===== src/rtl/pc_seq_pkg.sv =====
// ============================================================================
// Module : pc_seq_pkg
// Brief  : Shared source encoding and constants for the pc_seq program counter.
// Rev    : 1.0
// ============================================================================
`default_nettype none

package pc_seq_pkg;

  typedef enum logic [2:0] {
    SRC_SEQ   = 3'd0,
    SRC_BR    = 3'd1,
    SRC_JR    = 3'd2,
    SRC_J     = 3'd3,
    SRC_PEND  = 3'd4,
    SRC_REDIR = 3'd5
  } pc_src_t;

  localparam int unsigned PC_INC = 4;

endpackage

`default_nettype wire


===== src/rtl/pc_target_sel.sv =====
// ============================================================================
// Module : pc_target_sel
// Brief  : Fixed-priority next-pc mux: redirect > pending > branch > jr > j > seq.
// Rev    : 1.0
// ============================================================================
`default_nettype none

module pc_target_sel
  import pc_seq_pkg::*;
#(
  parameter int PC_W = 32
) (
  input  logic [PC_W-1:0] pc,
  input  logic            beq,
  input  logic            bne,
  input  logic            zero,
  input  logic [PC_W-1:0] brval,
  input  logic            jr_sig,
  input  logic [PC_W-1:0] jr_val,
  input  logic            j_sig,
  input  logic [PC_W-1:0] j_val,
  input  logic            redir_valid,
  input  logic [PC_W-1:0] redir_pc,
  input  logic            pend_valid,
  input  logic [PC_W-1:0] pend_pc,
  output logic [PC_W-1:0] tgt,
  output pc_src_t         src
);

  logic            w_br_take;
  logic [PC_W-1:0] w_seq;
  logic [PC_W-1:0] w_br_tgt;

  always_comb begin
    // beq takes precedence when the decoder asserts both branch types
    w_br_take = beq ? zero : (bne & ~zero);
    w_seq     = pc + PC_W'(PC_INC);
    w_br_tgt  = w_seq + (brval << 2);
    tgt       = w_seq;
    src       = SRC_SEQ;
    if (redir_valid) begin
      tgt = redir_pc;
      src = SRC_REDIR;
    end else if (pend_valid) begin
      tgt = pend_pc;
      src = SRC_PEND;
    end else if (w_br_take) begin
      tgt = w_br_tgt;
      src = SRC_BR;
    end else if (jr_sig) begin
      tgt = jr_val;
      src = SRC_JR;
    end else if (j_sig) begin
      tgt = j_val;
      src = SRC_J;
    end
  end

endmodule

`default_nettype wire


===== src/rtl/pc_seq.sv =====
// ============================================================================
// Module : pc_seq
// Brief  : Program counter with stall-time transfer buffering and fetch counter.
//          Define PC_ALIGN_CHK_EN to force word alignment and flag misalignment.
// Rev    : 1.0
// ============================================================================
`default_nettype none

module pc_seq
  import pc_seq_pkg::*;
#(
  parameter int              PC_W     = 32,
  parameter logic [PC_W-1:0] RESET_PC = 32'h0000_0000,
  parameter int              CNT_W    = 16
) (
  input  logic             CLK,
  input  logic             nRST,
  input  logic             pc_en,
  input  logic             beq,
  input  logic             bne,
  input  logic             zero,
  input  logic [PC_W-1:0]  brval,
  input  logic             jr_sig,
  input  logic [PC_W-1:0]  jr_val,
  input  logic             j_sig,
  input  logic [PC_W-1:0]  j_val,
  input  logic             redir_valid,
  input  logic [PC_W-1:0]  redir_pc,
  output logic [PC_W-1:0]  pc,
  output logic [PC_W-1:0]  npc,
  output logic             pend_valid,
  output logic             taken,
  output logic [CNT_W-1:0] fetch_cnt,
  output logic             misalign
);

  logic [PC_W-1:0]  r_pc;
  logic [PC_W-1:0]  r_pend_pc;
  logic             r_pend_valid;
  logic             r_taken;
  logic [CNT_W-1:0] r_fetch_cnt;

  logic [PC_W-1:0]  w_tgt;
  logic [PC_W-1:0]  w_tgt_ld;
  pc_src_t          w_src;
  logic             w_pend_ld;

  pc_target_sel #(
    .PC_W (PC_W)
  ) u_sel (
    .pc          (r_pc),
    .beq         (beq),
    .bne         (bne),
    .zero        (zero),
    .brval       (brval),
    .jr_sig      (jr_sig),
    .jr_val      (jr_val),
    .j_sig       (j_sig),
    .j_val       (j_val),
    .redir_valid (redir_valid),
    .redir_pc    (redir_pc),
    .pend_valid  (r_pend_valid),
    .pend_pc     (r_pend_pc),
    .tgt         (w_tgt),
    .src         (w_src)
  );

  // A redirect always replaces the buffer; other transfers only fill an empty one
  assign w_pend_ld = ~pc_en &
                     ((w_src == SRC_REDIR) |
                      (~r_pend_valid & (w_src inside {SRC_BR, SRC_JR, SRC_J})));

`ifdef PC_ALIGN_CHK_EN
  logic r_misalign;

  assign w_tgt_ld = {w_tgt[PC_W-1:2], 2'b00};

  always_ff @(posedge CLK or negedge nRST) begin
    if (!nRST) begin
      r_misalign <= 1'b0;
    end else if ((pc_en | w_pend_ld) && (w_tgt[1:0] != 2'b00)) begin
      r_misalign <= 1'b1;
    end
  end

  assign misalign = r_misalign;
`else
  assign w_tgt_ld = w_tgt;
  assign misalign = 1'b0;
`endif

  always_ff @(posedge CLK or negedge nRST) begin
    if (!nRST) begin
      r_pc         <= RESET_PC;
      r_pend_pc    <= '0;
      r_pend_valid <= 1'b0;
      r_taken      <= 1'b0;
      r_fetch_cnt  <= '0;
    end else if (pc_en) begin
      r_pc         <= w_tgt_ld;
      r_pend_valid <= 1'b0;
      r_taken      <= (w_src != SRC_SEQ);
      if (r_fetch_cnt != {CNT_W{1'b1}}) begin
        r_fetch_cnt <= r_fetch_cnt + CNT_W'(1);
      end
    end else begin
      r_taken <= 1'b0;
      if (w_pend_ld) begin
        r_pend_pc    <= w_tgt_ld;
        r_pend_valid <= 1'b1;
      end
    end
  end

  assign pc         = r_pc;
  assign npc        = r_pc + PC_W'(PC_INC);
  assign pend_valid = r_pend_valid;
  assign taken      = r_taken;
  assign fetch_cnt  = r_fetch_cnt;

endmodule

`default_nettype wire


===== config.mk =====
export PLATFORM = sky130hd
export DESIGN_NAME = pc_seq
export DESIGN_NICKNAME = d
export VERILOG_FILES = /design/src/rtl/pc_seq_pkg.sv /design/src/rtl/pc_target_sel.sv /design/src/rtl/pc_seq.sv
export SDC_FILE = /design/constraint.sdc
export NUM_CORES = 1
export LEC_CHECK = 0
export CORE_ASPECT_RATIO = 1.4
export CORE_MARGIN = 3
export CORE_UTILIZATION = 47
export CTS_CLUSTER_DIAMETER = 120
export DETAILED_ROUTE_END_ITERATION = 16
export PLACE_DENSITY = 0.8
export SYNTH_ARGS = -nofsm -noshare
export SYNTH_HDL_FRONTEND = slang
export SYNTH_SLANG_ARGS = --single-unit

===== constraint.sdc =====
create_clock -name CLK -period 3.9 [get_ports CLK]
set_input_delay 0.78 -clock CLK [delete_from_list [all_inputs] [get_ports CLK]]
set_output_delay 0.78 -clock CLK [all_outputs]
set_load 0.02 [all_outputs]

==> impl_metrics.tcl, run 1 <==
set metrics [dict create \
    synth-async-reset-ratio_pct 100 \
    power_density_nw_per_um2 398 \
    p_leak_uw 0.00455 \
    p_int_uw 2580 \
    start_kind "register" \
    yosysTopAreaCellShare_pct 27.4 \
    ioPinCount 220 \
    crit_path_end_kind "register" \
    die_x_um 113 \
    num_vias 8888 \
    dpl.hpwl_um 24100 \
    ff2ff_path_depth 14 \
    top_layer "met4" \
    hold_violations 0 \
    grt_pass1_wl_um 46800 \
    layout-drive-gt1-share_pct 15.7 \
    ff_latch_area_um2 2050 \
    p_switching_uw 1770 \
    min_period_ns 3.76 \
    syn_area_per_cell_um2 7.84 \
    setup_viol 0 \
    synth_area_leaders "dfrtp_1 27%, ha_1 6.2%, nand2_1 5.3%, a21oi_1 5.2%, o21ai_0 4.8%" \
    clkSinkCount 82 \
    viasPerCell 6.20 \
    total_power_uw 4350 \
    max_freq_ghz 0.266 \
    routabilityCongestion 0.961 \
    synth_top_cell_by_area "dfrtp_1" \
    hold_buffers 0 \
    worst_slack_ns 0.139 \
    skew_ns 0.00809 \
    hp-class "reg -> reg" \
    fill_cells 1264 \
    routed_wl_um 30800 \
    die_h_um 155 \
    seq_area_frac_synth_pct 27.4 \
    die_area_um2 17500 \
    hold-path-cell-count 2 \
    slew_headroom_pct 31.2 \
    cts_tree "yes" \
    final_net_count 1411 \
    ys_ff_latch 82 \
    grt_pass1_vias 8679 \
    crit_path_max_fanout 5 \
    grt_max_degree 83 \
    multi_input_area_um2 5200 \
    n_antenna_cell 0 \
    antenna_found_initial 0 \
    path_class "reg -> reg" \
    syn2layout_area_growth_pct 45.9 \
    r2r_slack_ns 0.14 \
    grt_overflow 0 \
    critPathCapture "r_pend_pc[29]$_DFFE_PN0P_" \
    fin_crit_sh_pct 96.4 \
    maxCapViolations 0 \
    wl_per_cell_um 21.5 \
    syn_area_um2 7480 \
    synth-main-ff-cell "dfrtp_1" \
    syn_inst 954 \
    initial_core_util_pct 48.8 \
    clk_pin_slew_ns 0.07 \
    required_ns 4.16 \
    rr_endpoint "r_pend_pc[29]$_DFFE_PN0P_" \
    fin_tns_setup_ns 0 \
    postLayoutCoreUtil_pct 71.3 \
    wl_met3_um 2270 \
    htreeDepth 3 \
    r2r_start "pc[3]$_DFFE_PN0P_" \
    ys_types 76 \
    port_buffers 216 \
    status "completed" \
    cts-root-buf "clkbuf_16" \
    drv_slew 0 \
    seq_power_share_pct 26.0 \
    combinationalPowerShare_pct 53.5 \
    track_usage_pct 34.2 \
    met2WireLength_um 15200 \
    clk_latency_ns 0.35 \
    drt_iter0_drc 714 \
    worst_pin_slew_ns 1.03 \
    met1_length_um 10800 \
    place_ws_ns 0.0450 \
    hold_slack_ns 0.482 \
    startpoint "pc[3]$_DFFE_PN0P_" \
    core_area_um2 15300 \
    synth_nets 1129 \
    cts_made_buffers 9 \
    worstPathArrival_ns 4.03 \
    clockBufferDepth 2 \
    switching_share_pct 40.6 \
    row_count 53 \
    drtAntennaViolNets 0 \
    synth_edf_count 0 \
    dr.pass1.iters 6 \
    ys.warnings.count 0 \
    drc 0 \
    clkPwrFrac_pct 20.6 \
    peakVddDrop_v 0.000324 \
]
-- critical path, stage by stage, from the launching register on --
cell      delay [ns]
dfrtp_1         0.40
ha_1            0.21
and4_2          0.28
and3_2          0.23
and4_1          0.23
or2_2           0.34
ha_1            0.38
a21oi_2         0.25
o21bai_1        0.09
a21o_1          0.24
a21o_1          0.17
a311oi_1        0.28
o311ai_0        0.20
buf_4           0.20
o21ai_0         0.17
-- cell usage after synthesis, types with 9 or more instances --
cell type	instances
a31oi_1	27
nand4_1	22
mux2i_1	18
o211ai_1	14
o21ai_0	72
ha_1	37
clkbuf_1	51
and3_1	18
o221ai_1	9
o21a_1	12
a21oi_1	78
or2_2	11
xnor2_1	39
a211oi_1	14
inv_1	23
a21o_1	12
nand2b_1	11
nor2_1	74
nand3_1	29
dfrtp_1	82
nor2b_1	15
nand2_1	106
xor2_1	14
nor3_1	19
-- state kept, by name, summed over array words and instances (netlist names) --
register    cells
fetch_cnt      16
pc             32
pend_valid      1
r_pend_pc      32
taken           1
-- kinds of logic after synthesis --
logic type	after synthesis	synth area share, %
simple gates	344	23.1
compound gates	329	29.1
flops	82	27.4
buf+inv	86	4.63
mux	20	2.71
other cells	1	0.0501
xor+xnor	54	6.51
fa+ha+maj	38	6.45
-- power groups by stage --
stage / registers [uW] / clock network (uW) / logic [uW]
3_3_place_gp: 1130 / 0 / 2230
2_1_floorplan: 1230 / 0 / 1100
3_5_place_dp: 1140 / 0 / 2250
6_report: 1130 / 894 / 2320
4_1_cts: 1130 / 901 / 2270
5_1_grt: 1150 / 933 / 2480
-- per-layer routing --
| layer | track usage, % | vias to the layer above |
|---|---|---|
| met5 | 0 | - |
| met4 | 24.5 | 0 |
| met3 | 5.14 | 126 |
| met2 | 59.0 | 488 |
| met1 | 38.0 | 4164 |
| li1 | - | 4110 |
-- how the worst min path moves through the flow --
| stage | from | to | slack [ns] |
|---|---|---|---|
| 2_1_floorplan | r_pend_pc[23]$_DFFE_PN0P_ | r_pend_pc[23]$_DFFE_PN0P_ | 0.44 |
| 3_3_place_gp | r_pend_pc[23]$_DFFE_PN0P_ | r_pend_pc[23]$_DFFE_PN0P_ | 0.46 |
| 3_5_place_dp | r_pend_pc[15]$_DFFE_PN0P_ | r_pend_pc[15]$_DFFE_PN0P_ | 0.47 |
| 4_1_cts | r_pend_pc[15]$_DFFE_PN0P_ | r_pend_pc[15]$_DFFE_PN0P_ | 0.48 |
| 5_1_grt | r_pend_pc[4]$_DFFE_PN0P_ | r_pend_pc[4]$_DFFE_PN0P_ | 0.50 |
| 6_report | r_pend_pc[15]$_DFFE_PN0P_ | r_pend_pc[15]$_DFFE_PN0P_ | 0.48 |
-- cell type report --
cell class | instances | area share (%)
Sequential cell | 82 | 18.8
Clock buffer | 10 | 2.19
Tap cell | 192 | 2.20
Clock inverter | 6 | 0.653
Timing Repair Buffer | 334 | 27.8
Inverter | 23 | 0.791
Multi-Input combinational cell | 786 | 47.6
-- cells in the final DEF (no fill, tap or decap), types with 27 or more instances in the layout --
cell type        instances
clkdlybuf4s50_1        212
buf_4                  119
nand2_1                106
dfrtp_1                 81
nor2_1                  74
a21oi_1                 74
o21ai_0                 70
xnor2_1                 38
ha_1                    33
nand3_1                 29
a31oi_1                 27
-- through the flow --
stage | std cells | instance area (um^2)
3_3_place_gp | 1416 | 10500
2_1_floorplan | 954 | 7490
4_1_cts | 1432 | 10800
6_report | 1433 | 10900
3_5_place_dp | 1416 | 10500
5_1_grt | 1433 | 10900
-- what timing repair did --
| action | 4_1_cts | 5_1_grt |
|---|---|---|
| pin swaps | 0 | 3 |
| cloned | 0 | 0 |
| setup buffers | 0 | 1 |
| setup endpoints to repair | 2 | 21 |
| gates resized for setup | 1 | 27 |
Power figures use the tool's default switching activity.
==> run 2: changes to the inputs <==
--- a/config.mk
+++ b/config.mk
@@ -10,7 +10,7 @@
 export CORE_UTILIZATION = 47
 export CTS_CLUSTER_DIAMETER = 120
 export DETAILED_ROUTE_END_ITERATION = 16
-export PLACE_DENSITY = 0.8
+export PLACE_DENSITY = 0.81
 export SYNTH_ARGS = -nofsm -noshare
 export SYNTH_HDL_FRONTEND = slang
 export SYNTH_SLANG_ARGS = --single-unit
==> run 2 against run 1 <==
Compared with the run above: critical path depth stayed put; register-to-register slack worse by 0.03 ns; combinational power hardly changed; die area stayed put; core utilization is 0.21 points lower; cell count is 0.28% lower; flip-flop and latch count stayed put; wire length is 0.47% lower; power is 0.31% lower; clock skew is 0.0012 ns higher; hold slack worse by 0.0032 ns; critical path type unchanged; critical endpoint is now pc[22]$_DFFE_PN0P_; largest cell class unchanged; largest power group unchanged.
==> impl_metrics.tcl, run 2 (synthesized netlist as in run 1, its figures left out) <==
set metrics [dict create \
    initial_core_util_pct 48.8 \
    n_antenna_cell 0 \
    clk_pin_slew_ns 0.06 \
    crit_path_max_fanout 5 \
    die_x_um 113 \
    grt_max_degree 83 \
    layout-drive-gt1-share_pct 15.1 \
    cts-root-buf "clkbuf_16" \
    layout_common_cells "212 x clkdlybuf4s50_1, 114 x buf_4, 106 x nand2_1" \
    hold_slack_ns 0.479 \
    startpoint "pc[5]$_DFFE_PN0P_" \
    crit_path_end_kind "register" \
    clkSinkCount 82 \
    power_density_nw_per_um2 398 \
    dp_cells 1410 \
    port_buffers 216 \
    syn2layout_area_growth_pct 45.5 \
    core_area_um2 15300 \
    worst_slack_ns 0.111 \
    viasPerCell 6.26 \
    min_from "r_pend_pc[23]$_DFFE_PN0P_" \
    antenna_found_initial 0 \
    final_common_cell "clkdlybuf4s50_1" \
    skew_ns 0.00926 \
    dr.pass1.iters 5 \
    die_area_um2 17500 \
    worst_pin_slew_ns 1.06 \
    wl_per_cell_um 21.5 \
    path_class "reg -> reg" \
    hold_violations 0 \
    p_leak_uw 0.00452 \
    cts_made_buffers 9 \
    setup_viol 0 \
    ioPinCount 220 \
    drc 0 \
    hp-class "reg -> reg" \
    num_vias 8949 \
    drt_iter0_drc 727 \
    grt_overflow 0 \
    total_power_uw 4330 \
    track_usage_pct 34.1 \
    row_count 53 \
    drtAntennaViolNets 0 \
    routabilityCongestion 1.02 \
    clk_latency_ns 0.35 \
    fin_cells 1429 \
    peakVddDrop_v 0.000321 \
    fin_tns_setup_ns 0 \
    place_ws_ns -0.00679 \
    hold_buffers 0 \
    slew_headroom_pct 29.0 \
    status "completed" \
    htreeDepth 3 \
    die_h_um 155 \
    required_ns 4.10 \
    grt_pass1_wl_um 47000 \
    start_kind "register" \
    maxCapViolations 0 \
    worstPathArrival_ns 3.99 \
    clockBufferDepth 2 \
    dpl.hpwl_um 23400 \
    cts_tree "yes" \
    grt_pass1_vias 8931 \
    final_net_count 1407 \
    r2r_start "pc[5]$_DFFE_PN0P_" \
    min_period_ns 3.79 \
    fin_crit_sh_pct 97.2 \
    routed_wl_um 30700 \
    max_freq_ghz 0.264 \
    drv_slew 0 \
]
-- run 2: critical path, stage by stage (launching register included) --
cell	delay, ns
dfrtp_1	0.43
and4_4	0.28
nand4_2	0.20
o21a_1	0.23
or2_2	0.32
ha_1	0.34
a21oi_1	0.26
o21ai_0	0.22
buf_4	0.19
a21oi_1	0.24
mux2i_1	0.24
o211ai_1	0.19
buf_4	0.19
o221ai_1	0.19
a31oi_1	0.11
-- run 2: timing repair --
action | in CTS | in global routing
resized for setup | 2 | 26
setup endpoints to repair | 1 | 18
pin swaps | 1 | 3
buffers inserted | 0 | 3
-- run 2: metal layers --
layer / part of all wire, % / vias to the layer above / global-route usage (%)
met5: 0 / - / 0
met1: 34 / 4149 / 37.1
met3: 8.3 / 157 / 5.49
met2: 48 / 542 / 58.4
li1: - / 4101 / -
met4: 9.1 / 0 / 26.7
-- run 2: path summary, 6_finish.rpt --
| check | endpoint | slack, ns | depth (start not counted) |
|---|---|---|---|
| worst max-delay path | pc[22]$_DFFE_PN0P_ | 0.11 | 14 |
| worst min-delay path | r_pend_pc[23]$_DFFE_PN0P_ | 0.48 | 2 |
| worst max register to register | pc[22]$_DFFE_PN0P_ | 0.11 | 14 |
| worst min register to register | r_pend_pc[23]$_DFFE_PN0P_ | 0.48 | 2 |
| max in group asynchronous | pc[12]$_DFFE_PN0P_ | 2.52 | 1 |
| min in group asynchronous | r_pend_pc[26]$_DFFE_PN0P_ | 0.61 | 1 |
-- run 2: power by group --
group	internal (uW)	switching (uW)	total [uW]	leakage [uW]
Clock	505	382	887	0.000141
Combinational	1060	1250	2310	0.00338
Sequential	995	136	1130	0.000994
Total	2560	1770	4330	0.00452
-- run 2: cell type report --
class	instances	area, um^2
Clock buffer	10	229
Clock inverter	6	73.8
Fill cell	1210	4430
Inverter	23	86.3
Multi-Input combinational cell	786	5190
Sequential cell	82	2050
Tap cell	192	240
Timing Repair Buffer	330	3010
-- run 2: through the flow --
stage	cell area (um^2)	utilization (%)
5_1_grt	10900	71.1
3_5_place_dp	10500	68.3
3_3_place_gp	10500	68.3
6_report	10900	71.1
4_1_cts	10800	70.3
2_1_floorplan	7490	-
